## src/rtl/nibble_serial_adder_pkg.sv

```systemverilog
// Shared slice width and FSM state encoding for the nibble-serial adder.
package nibble_serial_adder_pkg;
  localparam int SLICE_W = 4;

  typedef enum logic [1:0] {
    ST_IDLE = 2'd0,
    ST_RUN  = 2'd1,
    ST_DONE = 2'd2
  } state_t;
endpackage

```

## src/rtl/nibble_serial_adder_add4_slice.sv

```systemverilog
// Combinational 4-bit ripple-carry slice; c3 is the carry into bit 3 for signed-overflow detection.
module add4_slice
  import nibble_serial_adder_pkg::*;
(
  input  logic [SLICE_W-1:0] a4,
  input  logic [SLICE_W-1:0] b4,
  input  logic               cin,
  output logic [SLICE_W-1:0] s4,
  output logic               cout,
  output logic               c3
);

  logic [SLICE_W:0] w_c;

  always_comb begin
    w_c    = '0;
    s4     = '0;
    w_c[0] = cin;
    for (int i = 0; i < SLICE_W; i++) begin
      s4[i]    = a4[i] ^ b4[i] ^ w_c[i];
      w_c[i+1] = (a4[i] & b4[i]) | (w_c[i] & (a4[i] ^ b4[i]));
    end
  end

  assign cout = w_c[SLICE_W];
  assign c3   = w_c[SLICE_W-1];

endmodule

```

## src/rtl/nibble_serial_adder.sv

```systemverilog
// Wide adder reusing one 4-bit slice, LSB nibble first; done pulses NIBBLES+1 edges after accept.
// Start is ignored while busy. Define NIBBLE_SERIAL_ADDER_SUB_EN to add the sub port (a-b).
module nibble_serial_adder
  import nibble_serial_adder_pkg::*;
#(
  parameter  int NIBBLES = 4,
  localparam int WIDTH   = SLICE_W * NIBBLES
) (
  input  logic             clk,
  input  logic             reset,
  input  logic             start,
  input  logic [WIDTH-1:0] a,
  input  logic [WIDTH-1:0] b,
  input  logic             c_in,
`ifdef NIBBLE_SERIAL_ADDER_SUB_EN
  input  logic             sub,
`endif
  output logic             busy,
  output logic             done,
  output logic [WIDTH-1:0] sum,
  output logic             c_out,
  output logic             overflow
);

  localparam int CW = $clog2(NIBBLES);

  state_t           r_state;
  state_t           w_state_nxt;
  logic [WIDTH-1:0] r_a;
  logic [WIDTH-1:0] r_b;
  logic             r_carry;
  logic [CW-1:0]    r_count;
  logic [WIDTH-1:0] r_sum;
  logic             r_c_out;
  logic             r_ovf;

  logic               w_accept;
  logic               w_run;
  logic               w_last;
  logic [WIDTH-1:0]   w_b_eff;
  logic               w_cin_eff;
  logic [SLICE_W-1:0] w_a4;
  logic [SLICE_W-1:0] w_b4;
  logic [SLICE_W-1:0] w_s4;
  logic               w_cout;
  logic               w_c3;

`ifdef NIBBLE_SERIAL_ADDER_SUB_EN
  // Subtraction as a + ~b + 1; the caller's carry-in is ignored.
  assign w_b_eff   = sub ? ~b : b;
  assign w_cin_eff = sub ? 1'b1 : c_in;
`else
  assign w_b_eff   = b;
  assign w_cin_eff = c_in;
`endif

  assign w_accept = (r_state == ST_IDLE) && start;
  assign w_run    = (r_state == ST_RUN);
  assign w_last   = (r_count == CW'(NIBBLES - 1));
  assign w_a4     = r_a[SLICE_W*int'(r_count) +: SLICE_W];
  assign w_b4     = r_b[SLICE_W*int'(r_count) +: SLICE_W];

  add4_slice u_slice (
    .a4   (w_a4),
    .b4   (w_b4),
    .cin  (r_carry),
    .s4   (w_s4),
    .cout (w_cout),
    .c3   (w_c3)
  );

  always_ff @(posedge clk or posedge reset) begin
    if (reset) begin
      r_state <= ST_IDLE;
    end else begin
      r_state <= w_state_nxt;
    end
  end

  always_comb begin
    w_state_nxt = ST_IDLE;
    busy        = 1'b0;
    done        = 1'b0;
    case (r_state)
      ST_IDLE: w_state_nxt = start ? ST_RUN : ST_IDLE;
      ST_RUN: begin
        busy        = 1'b1;
        w_state_nxt = w_last ? ST_DONE : ST_RUN;
      end
      ST_DONE: begin
        busy        = 1'b1;
        done        = 1'b1;
        w_state_nxt = ST_IDLE;
      end
      default: w_state_nxt = ST_IDLE;
    endcase
  end

  always_ff @(posedge clk or posedge reset) begin
    if (reset) begin
      r_a     <= '0;
      r_b     <= '0;
      r_carry <= 1'b0;
      r_count <= '0;
      r_sum   <= '0;
      r_c_out <= 1'b0;
      r_ovf   <= 1'b0;
    end else if (w_accept) begin
      r_a     <= a;
      r_b     <= w_b_eff;
      r_carry <= w_cin_eff;
      r_count <= '0;
      r_sum   <= '0;
      r_c_out <= 1'b0;
      r_ovf   <= 1'b0;
    end else if (w_run) begin
      r_sum[SLICE_W*int'(r_count) +: SLICE_W] <= w_s4;
      r_carry <= w_cout;
      if (w_last) begin
        r_c_out <= w_cout;
        r_ovf   <= w_c3 ^ w_cout;
      end else begin
        r_count <= r_count + 1'b1;
      end
    end
  end

  assign sum      = r_sum;
  assign c_out    = r_c_out;
  assign overflow = r_ovf;

endmodule

```

## config.mk

```make
export PLATFORM = sky130hd
export DESIGN_NAME = nibble_serial_adder
export DESIGN_NICKNAME = d
export VERILOG_FILES = /design/src/rtl/nibble_serial_adder_pkg.sv /design/src/rtl/nibble_serial_adder_add4_slice.sv /design/src/rtl/nibble_serial_adder.sv
export SDC_FILE = /design/constraint.sdc
export NUM_CORES = 1
export LEC_CHECK = 0
export CORE_MARGIN = 1
export CORE_UTILIZATION = 50
export DETAILED_ROUTE_END_ITERATION = 6
export GPL_TIMING_DRIVEN = 0
export PLACE_DENSITY_LB_ADDON = 0.08
export SLEW_MARGIN = 20
export SYNTH_ARGS = -nofsm -noshare
export SYNTH_HDL_FRONTEND = slang
export SYNTH_SLANG_ARGS = --single-unit
```

## constraint.sdc

```tcl
create_clock -name clk -period 3.86 [get_ports clk]
set_input_delay 0.772 -clock clk [delete_from_list [all_inputs] [get_ports clk]]
set_output_delay 0.772 -clock clk [all_outputs]
set_load 0.01 [all_outputs]
```

# == Yosys cells after proc, flatten, opt, wreduce, memory -nomap -nowiden ==
# Index checks and enable logic that the tools add are counted.
# word_totals
output_inout_bits,20
regBits,55
input_bits,36
# classes
add_sub_neg,2
eq_ne,4
bitwise,21
n_reduce_logical,7
n_mux,19
shifts,4
# op_table
operator,count
4-bit negation with 33-bit output,1
"4-bit by 33-bit variable shift with 16-bit output, first input constant",1
4-bit by 33-bit indexed part select with 16-bit output,1
16-bit two-way mux,2
16-bit by 5-bit indexed part select with 4-bit output,2
16-bit bitwise mux,1
1-bit two-way mux,11
1-bit XOR,9
1-bit bitwise AND,8
2-bit two-way mux,4
"2-bit equality test, second input constant",2
1-bit bitwise OR,4
2-bit one-hot mux with 2 select lines,1
2-bit AND reduction,2
2-bit nonzero test,2
"2-bit by 1-bit adder with 2-bit output, second input constant",1
"2-bit by 1-bit equality test with 1-bit output, second input constant",1
2-bit logical NOT,1
"2-bit inequality test, second input constant",1
2-bit OR reduction,1
1-bit logical AND,1

# == Depth between registers and ports, before layout ==
# Gate-level depths: netlist of the first run.
# logic_depth
word_depth,14
ltp_mapped,12
mapped_depth_nobuf,11

# == Modules after synthesis ==
# From an unflattened synthesis of the first run, not the netlist that was laid out.
# unflattened
cells_unflattened,242
hier_area_um2,2565.0
# by_module_without_submodules
mod,instances,area_each_um2,seq_area_each_um2,cells_per_inst
nibble_serial_adder,1,2454.9,1376.3,230
add4_slice,1,110.1,0.0,12

# == Worst setup path after synthesis of the first run ==
# Ideal clock, no wire load.
# synth_timing
path_kind,register to register
from,register r_count[0]
to,"register r_sum[15], in the netlist sum[15]"
n_path_buf,1
required_time_ps,3739
path_stages_with_launch,13
arrival_time_ps,2906
path_slack_ps,833
path_cell_list,dfrtp_1 > buf_6 > mux4_1 > inv_1 > fa_1 > inv_1 > fa_1 > inv_1 > fa_1 > inv_1 > fa_1 > nor3b_1 > a22o_1
# synth_via
elab_chain_len,13
# synth_lines
item,line_no,source
from (decl),nibble_serial_adder.sv:32,logic [CW-1:0] r_count;
from (signal assigned),nibble_serial_adder.sv:123,r_count <= r_count + 1'b1;
16-bit by 5-bit indexed part select with 4-bit output (on tied branches),"nibble_serial_adder.sv:60, nibble_serial_adder.sv:61",
1-bit XOR,"nibble_serial_adder_add4_slice.sv:20, nibble_serial_adder_add4_slice.sv:21",
1-bit bitwise AND,nibble_serial_adder_add4_slice.sv:21,w_c[i+1] = (a4[i] & b4[i]) | (w_c[i] & (a4[i] ^ b4[i]));
1-bit bitwise OR,nibble_serial_adder_add4_slice.sv:21,
1-bit bitwise AND,nibble_serial_adder_add4_slice.sv:21,
1-bit bitwise OR,nibble_serial_adder_add4_slice.sv:21,
1-bit bitwise AND,nibble_serial_adder_add4_slice.sv:21,
1-bit bitwise OR,nibble_serial_adder_add4_slice.sv:21,
1-bit XOR,nibble_serial_adder_add4_slice.sv:20,s4[i] = a4[i] ^ b4[i] ^ w_c[i];
4-bit by 33-bit indexed part select with 16-bit output,nibble_serial_adder.sv:117,r_sum[SLICE_W*int'(r_count) +: SLICE_W] <= w_s4;
16-bit bitwise mux (*),nibble_serial_adder.sv:117,
16-bit two-way mux (*),nibble_serial_adder.sv:116,end else if (w_run) begin
16-bit two-way mux (*),nibble_serial_adder.sv:108,end else if (w_accept) begin
"to (signal, indexed assignment)",nibble_serial_adder.sv:117,
to (decl),nibble_serial_adder.sv:33,logic [WIDTH-1:0] r_sum;
# Every way passes the cells marked *; elsewhere a longest branch is shown, timed or not. The select of a mux whose other input is x is not followed.
# A chain may end at the register's enable or synchronous reset.

# == Worst setup path after layout of the first run ==
# Same ends and word-level chain as after synthesis.

==> flow_summary.ini, run 1 <==
[hold_path]
hp-class = reg -> reg
min_delay_path_depth = 2
holdPathEnd = r_b[7]$_DFFE_PP0P_
hold_start = r_b[7]$_DFFE_PP0P_

[timing]
clock_skew_ns = 0.00787
setup_slack_ns = 0.477
holdWs_ns = 0.473
final_hold_viol_count = 0
timing.setup.tns_ns = 0
drv_slew = 0
fin_crit_sh = 0.876
fmaxAchievable_mhz = 296
period_needed_ns = 3.38
slew_headroom = 0.564
setup_viol_count_final = 0
grt_setup_unrepaired = false
worstMarginPinSlew_ns = 0.654

[die]
ios = 56
coreArea_mm2 = 0.00488
die_h_um = 74.3
start_util = 0.536
die_w_um = 74.3
die-area_mm2 = 0.00552
rows = 25

[worst_setup_path]
worstReg2RegEnd = sum[15]$_DFFE_PP0P_
critPathLaunchType = flop
worst-setup-path-type = reg -> reg
rr_startpoint = r_count[0]$_DFFE_PP0P_
worstPathArrival_ns = 3.64
regToRegSetupSlack_ns = 0.48
crit_required_ns = 4.11
critPathMaxFanout = 10
rr_worst_depth = 12
cp-end-kind = flop

[detailed_routing]
vias_per_cell = 5.06
wl_per_cell_um = 13.8
ant_nets = 0
drt_first_pass_iters = 4
drc = 0
vias = 1937
drt-total-wl_mm = 5.28
first_iter_violations = 144

[finish]
area_growth_pct = 27.7
finalNetCount = 363
multi_input_area_mm2 = 0.00112
drive_gt1_frac = 0.0728
num_antenna_cells = 0
fill_cells = 408
seqCellArea_mm2 = 0.00138

[power_and_ir_drop]
total_power_mw = 2.72
p_seq_frac = 0.344
vdd_ir_drop_max_mv = 0.460
p_per_area_mw_per_mm2 = 813
comb_power_share = 0.539
clockPowerShare = 0.117
switchingPower_mw = 1.10
power_switching_share = 0.405
power.internal_mw = 1.62
p_leak_nw = 1.63

[yosys]
synthTopCellsByCount = nand2_1 (104), dfrtp_1 (55), inv_1 (14)
ys_types = 32
synth_seq_area_share = 0.526
postSynthAreaPerCell_um2 = 10.3
yosysMostFrequentCell = nand2_1
syn-cell-area_mm2 = 0.00262
synthesis.nets = 301
post_synth_main_area_contributors = dfrtp_1 (53%), nand2_1 (15%), mux4_1 (6.0%)
synth_edf_count = 0
yosys.area.top_type = dfrtp_1
synthCells = 254
ys_ff_latch = 55
synth-main-ff-cell = dfrtp_1
synthArstFlopShare = 1.00
synth_top_area_frac = 0.526
yosys_warnings = 0

[placement]
portBuffers = 55
gp_congestion = 0.779
dpl.hpwl_mm = 3.75
dpl_worst_slack_ns = 0.517

[flow_run]
maxCapViolations = 0

[clocking]
cts_made_buffers = 5
root_buffer = clkbuf_8
postCtsSetupBuffers = 0
clkTransAtPathRegs_ns = 0.09
clock_path_buffers = 2
clock_latency_ns = 0.31
cts_tree = done
h-tree-depth = 2
cts_sinks = 55
cts_resized = 0
hold_buffers = 0

[global_route]
grtUsageTotal = 0.220
grt_pass1_vias = 1928
grt_max_degree = 56
grt_pass1_wl_mm = 8.92
grt_overflow = 0
antenna_found_initial = 0

[outcome]
outcome = finished clean
final cells by class:
type / instances / share of cell area
inverters: 14 / 0.0165
multi-input cells: 172 / 0.334
repair buffers: 55 / 0.165
clock inverters: 1 / 0.00150
clock buffers: 6 / 0.0247
plain buffers: 13 / 0.0210
flip-flops and latches: 55 / 0.412
well taps: 67 / 0.0251
stage by stage:
step	instance area, um2	utilization	cells
floorplan	2620	-	254
global placement	3250	0.666	376
detailed placement	3250	0.666	376
CTS	3340	0.684	383
global route	3340	0.684	383
finish	3340	0.684	383
placed cells by master (no fill, tap or decap), types with 5 or more instances in the layout:
cell type,instances
ha_1,7
clkbuf_8,6
a22o_1,8
clkdlybuf4s50_1,55
dfrtp_1,55
nand2_1,104
clkbuf_1,6
buf_2,5
inv_1,13
mux4_1,6
how the worst max path moves through the flow:
stage | start | endpoint | slack, ns | depth (start not counted)
2_1_floorplan | r_count[0]$_DFFE_PP0P_ | sum[15]$_DFFE_PP0P_ | 0.83 | 12
3_3_place_gp | r_count[0]$_DFFE_PP0P_ | sum[15]$_DFFE_PP0P_ | 0.52 | 12
3_5_place_dp | r_count[0]$_DFFE_PP0P_ | sum[15]$_DFFE_PP0P_ | 0.52 | 12
4_1_cts | r_count[0]$_DFFE_PP0P_ | sum[15]$_DFFE_PP0P_ | 0.50 | 12
5_1_grt | r_count[0]$_DFFE_PP0P_ | sum[15]$_DFFE_PP0P_ | 0.30 | 12
6_report | r_count[0]$_DFFE_PP0P_ | sum[15]$_DFFE_PP0P_ | 0.48 | 12
metal layers:
metal  wire length (um)  up-vias  track usage
li1                   -      961            -
met4                 76        0       0.0985
met5                  0        -            0
met2               2660       44        0.366
met1               2380      925        0.285
met3                159        7       0.0366
power by group through the flow:
stage	Combinational, mW	Clock (mW)	Sequential (mW)
after floorplan	1.00	0	0.934
after global placement	1.45	0	0.936
after detailed placement	1.47	0	0.947
after CTS	1.47	0.323	0.935
after global routing	1.63	0.341	0.963
final	1.46	0.318	0.934
flip-flops by register name, summed over array words and instances, names as in the netlist:
name	count
c_out	1
overflow	1
sum	16
r_carry	1
r_a	16
r_state	2
r_b	16
r_count	2
critical path, stage by stage (launching register included):
cell	delay, ns
dfrtp_1	0.55
buf_6	0.23
mux4_1	0.57
inv_1	0.09
fa_1	0.17
inv_1	0.05
fa_1	0.36
inv_1	0.08
fa_1	0.19
inv_1	0.06
fa_1	0.58
nor3b_1	0.24
a22o_1	0.16
cells by family after synthesis:
family | Yosys count | synth area share
AND/OR/NAND/NOR | 127 | 0.204
flip-flops | 55 | 0.526
buffers and inverters | 27 | 0.0469
AO/OA/AOI/OAI | 22 | 0.0670
adder cells (fa/ha/maj) | 11 | 0.0641
multiplexers | 10 | 0.0852
XOR/XNOR | 2 | 0.00670
(Power assumes the default switching activity.)
==> run 2: changes to the inputs <==
CORE_UTILIZATION = 54   (was 50)
clock period = 4.4 ns   (was 3.86 ns; I/O delays follow)
==> run 2 against run 1 <==
- hold slack gained 0.0038 ns
- wire length grew 3.5%
- clock skew shrank 0.0054 ns
- cell count fell by 3.7%
- combinational power shrank 10%
- flip-flop and latch count is the same
- clock power up 7.2%
- clock-buffer cell count stayed put
- via count up 3.4%
- global-route usage rose by 3.0 points
- critical endpoint unchanged
- largest power group unchanged
==> flow_summary.ini, run 2 (same netlist as run 1, synthesis figures left out) <==
[global_route]
grt-busiest-layer = met2
grtUsageTotal = 0.250
grt_max_degree = 56
grtUsageMet1 = 0.323
use_met2 = 0.432
grtUsageMet3 = 0.0450
antenna_found_initial = 0
grt_overflow = 0
grt_pass1_wl_mm = 9.84
grt_pass1_vias = 2117

[power_and_ir_drop]
vdd_ir_drop_max_mv = 0.471
p_per_area_mw_per_mm2 = 739
p_leak_nw = 1.64

[detailed_routing]
drt-total-wl_mm = 5.47
drc = 0
vias_per_cell = 5.43
vias = 2002
wl_per_cell_um = 14.8
first_iter_violations = 152
drt_first_pass_iters = 4
ant_nets = 0

[timing]
drv_slew = 0
timing.setup.tns_ns = 0
clock_skew_ns = 0.00248
final_hold_viol_count = 0
period_needed_ns = 3.49
fmaxAchievable_mhz = 286
fin_crit_sh = 0.794
setup_viol_count_final = 0
grt_setup_unrepaired = false
holdWs_ns = 0.477
setup_slack_ns = 0.908
worstMarginPinSlew_ns = 0.656
slew_headroom = 0.563

[hold_path]
min_delay_path_depth = 2
hp-class = reg -> reg
hold_start = r_a[11]$_DFFE_PP0P_
holdPathEnd = r_a[11]$_DFFE_PP0P_

[worst_setup_path]
worst-setup-path-type = reg -> reg
worstPathArrival_ns = 3.73
worstReg2RegEnd = sum[15]$_DFFE_PP0P_
crit_required_ns = 4.64
rr_startpoint = r_count[0]$_DFFE_PP0P_
critPathLaunchType = flop
critPathMaxFanout = 10
cp-end-kind = flop
rr_worst_depth = 12
regToRegSetupSlack_ns = 0.91

[clocking]
clock_path_buffers = 2
postCtsSetupBuffers = 0
cts_sinks = 55
root_buffer = clkbuf_8
clock_latency_ns = 0.30
hold_buffers = 0
clkTransAtPathRegs_ns = 0.09
cts_made_buffers = 5
cts_resized = 0
cts_tree = done
h-tree-depth = 2

[finish]
num_antenna_cells = 0
multi_input_area_mm2 = 0.00112
final_cell_mix = nand2_1 (104), dfrtp_1 (55), clkdlybuf4s50_1 (55), inv_1 (13), a22o_1 (8)
drive_gt1_frac = 0.0757
fill_cells = 336
final_common_cell = nand2_1
seqCellArea_mm2 = 0.00138
area_growth_pct = 28.1
finalNetCount = 363
design_area_mm2 = 0.00335

[placement]
dpl.hpwl_mm = 3.96
placed_area_mm2 = 0.00323
dpl_worst_slack_ns = 0.939
gp_congestion = 0.776
portBuffers = 55

[outcome]
outcome = finished clean

[flow_run]
maxCapViolations = 0

[die]
coreArea_mm2 = 0.00450
die-area_mm2 = 0.00513
die_h_um = 71.6
ios = 56
start_util = 0.581
rows = 24
die_w_um = 71.6
## run 2: cell count changes in the layout (fill, tap and decap cells not counted), sizes merged
cell / delta
bufinv: +1
## run 2: metrics by stage
stage / total power [mW] / utilization / instances
after global placement: 2.10 / 0.717 / 361
after floorplan: 1.70 / - / 254
after CTS: 2.49 / 0.744 / 369
final: 2.48 / 0.744 / 369
after detailed placement: 2.14 / 0.718 / 361
after global routing: 2.67 / 0.744 / 369
## run 2: critical path, stage by stage (launching register included)
cell     delay (ns)
dfrtp_1        0.56
buf_6          0.23
mux4_1         0.58
inv_1          0.10
fa_1           0.18
inv_1          0.05
fa_1           0.35
inv_1          0.08
fa_1           0.20
inv_1          0.06
fa_1           0.60
nor3b_1        0.26
a22o_1         0.17
## run 2: cell type report
class	count	share of cell area
sequential	55	0.411
multi-input combinational	172	0.333
timing repair buffer	55	0.164
clock buffer	6	0.0246
buffer	13	0.0209
tap	52	0.0194
inverter	14	0.0164
clock inverter	2	0.0105
## run 2: power by group
group / internal, mW / total (mW) / switching [mW]
Combinational: 0.590 / 1.31 / 0.719
Clock: 0.184 / 0.341 / 0.156
Sequential: 0.709 / 0.826 / 0.117
Total: 1.48 / 2.48 / 0.993
## run 2: worst max path at each step
stage	startpoint	end	slack [ns]	cells past startpoint
after global placement	r_count[0]$_DFFE_PP0P_	sum[15]$_DFFE_PP0P_	1.07	12
after global routing	r_count[0]$_DFFE_PP0P_	sum[15]$_DFFE_PP0P_	0.77	12
final	r_count[0]$_DFFE_PP0P_	sum[15]$_DFFE_PP0P_	0.91	12
after CTS	r_count[0]$_DFFE_PP0P_	sum[15]$_DFFE_PP0P_	0.90	12
after detailed placement	r_count[0]$_DFFE_PP0P_	sum[15]$_DFFE_PP0P_	0.94	12
after floorplan	r_count[0]$_DFFE_PP0P_	sum[15]$_DFFE_PP0P_	1.37	12
## run 2: routing by layer
| layer | part of all wire | up-vias |
|---|---|---|
| met2 | 0.52 | 53 |
| met5 | 0 | - |
| met1 | 0.43 | 975 |
| li1 | - | 963 |
| met4 | 0.012 | 0 |
| met3 | 0.040 | 11 |
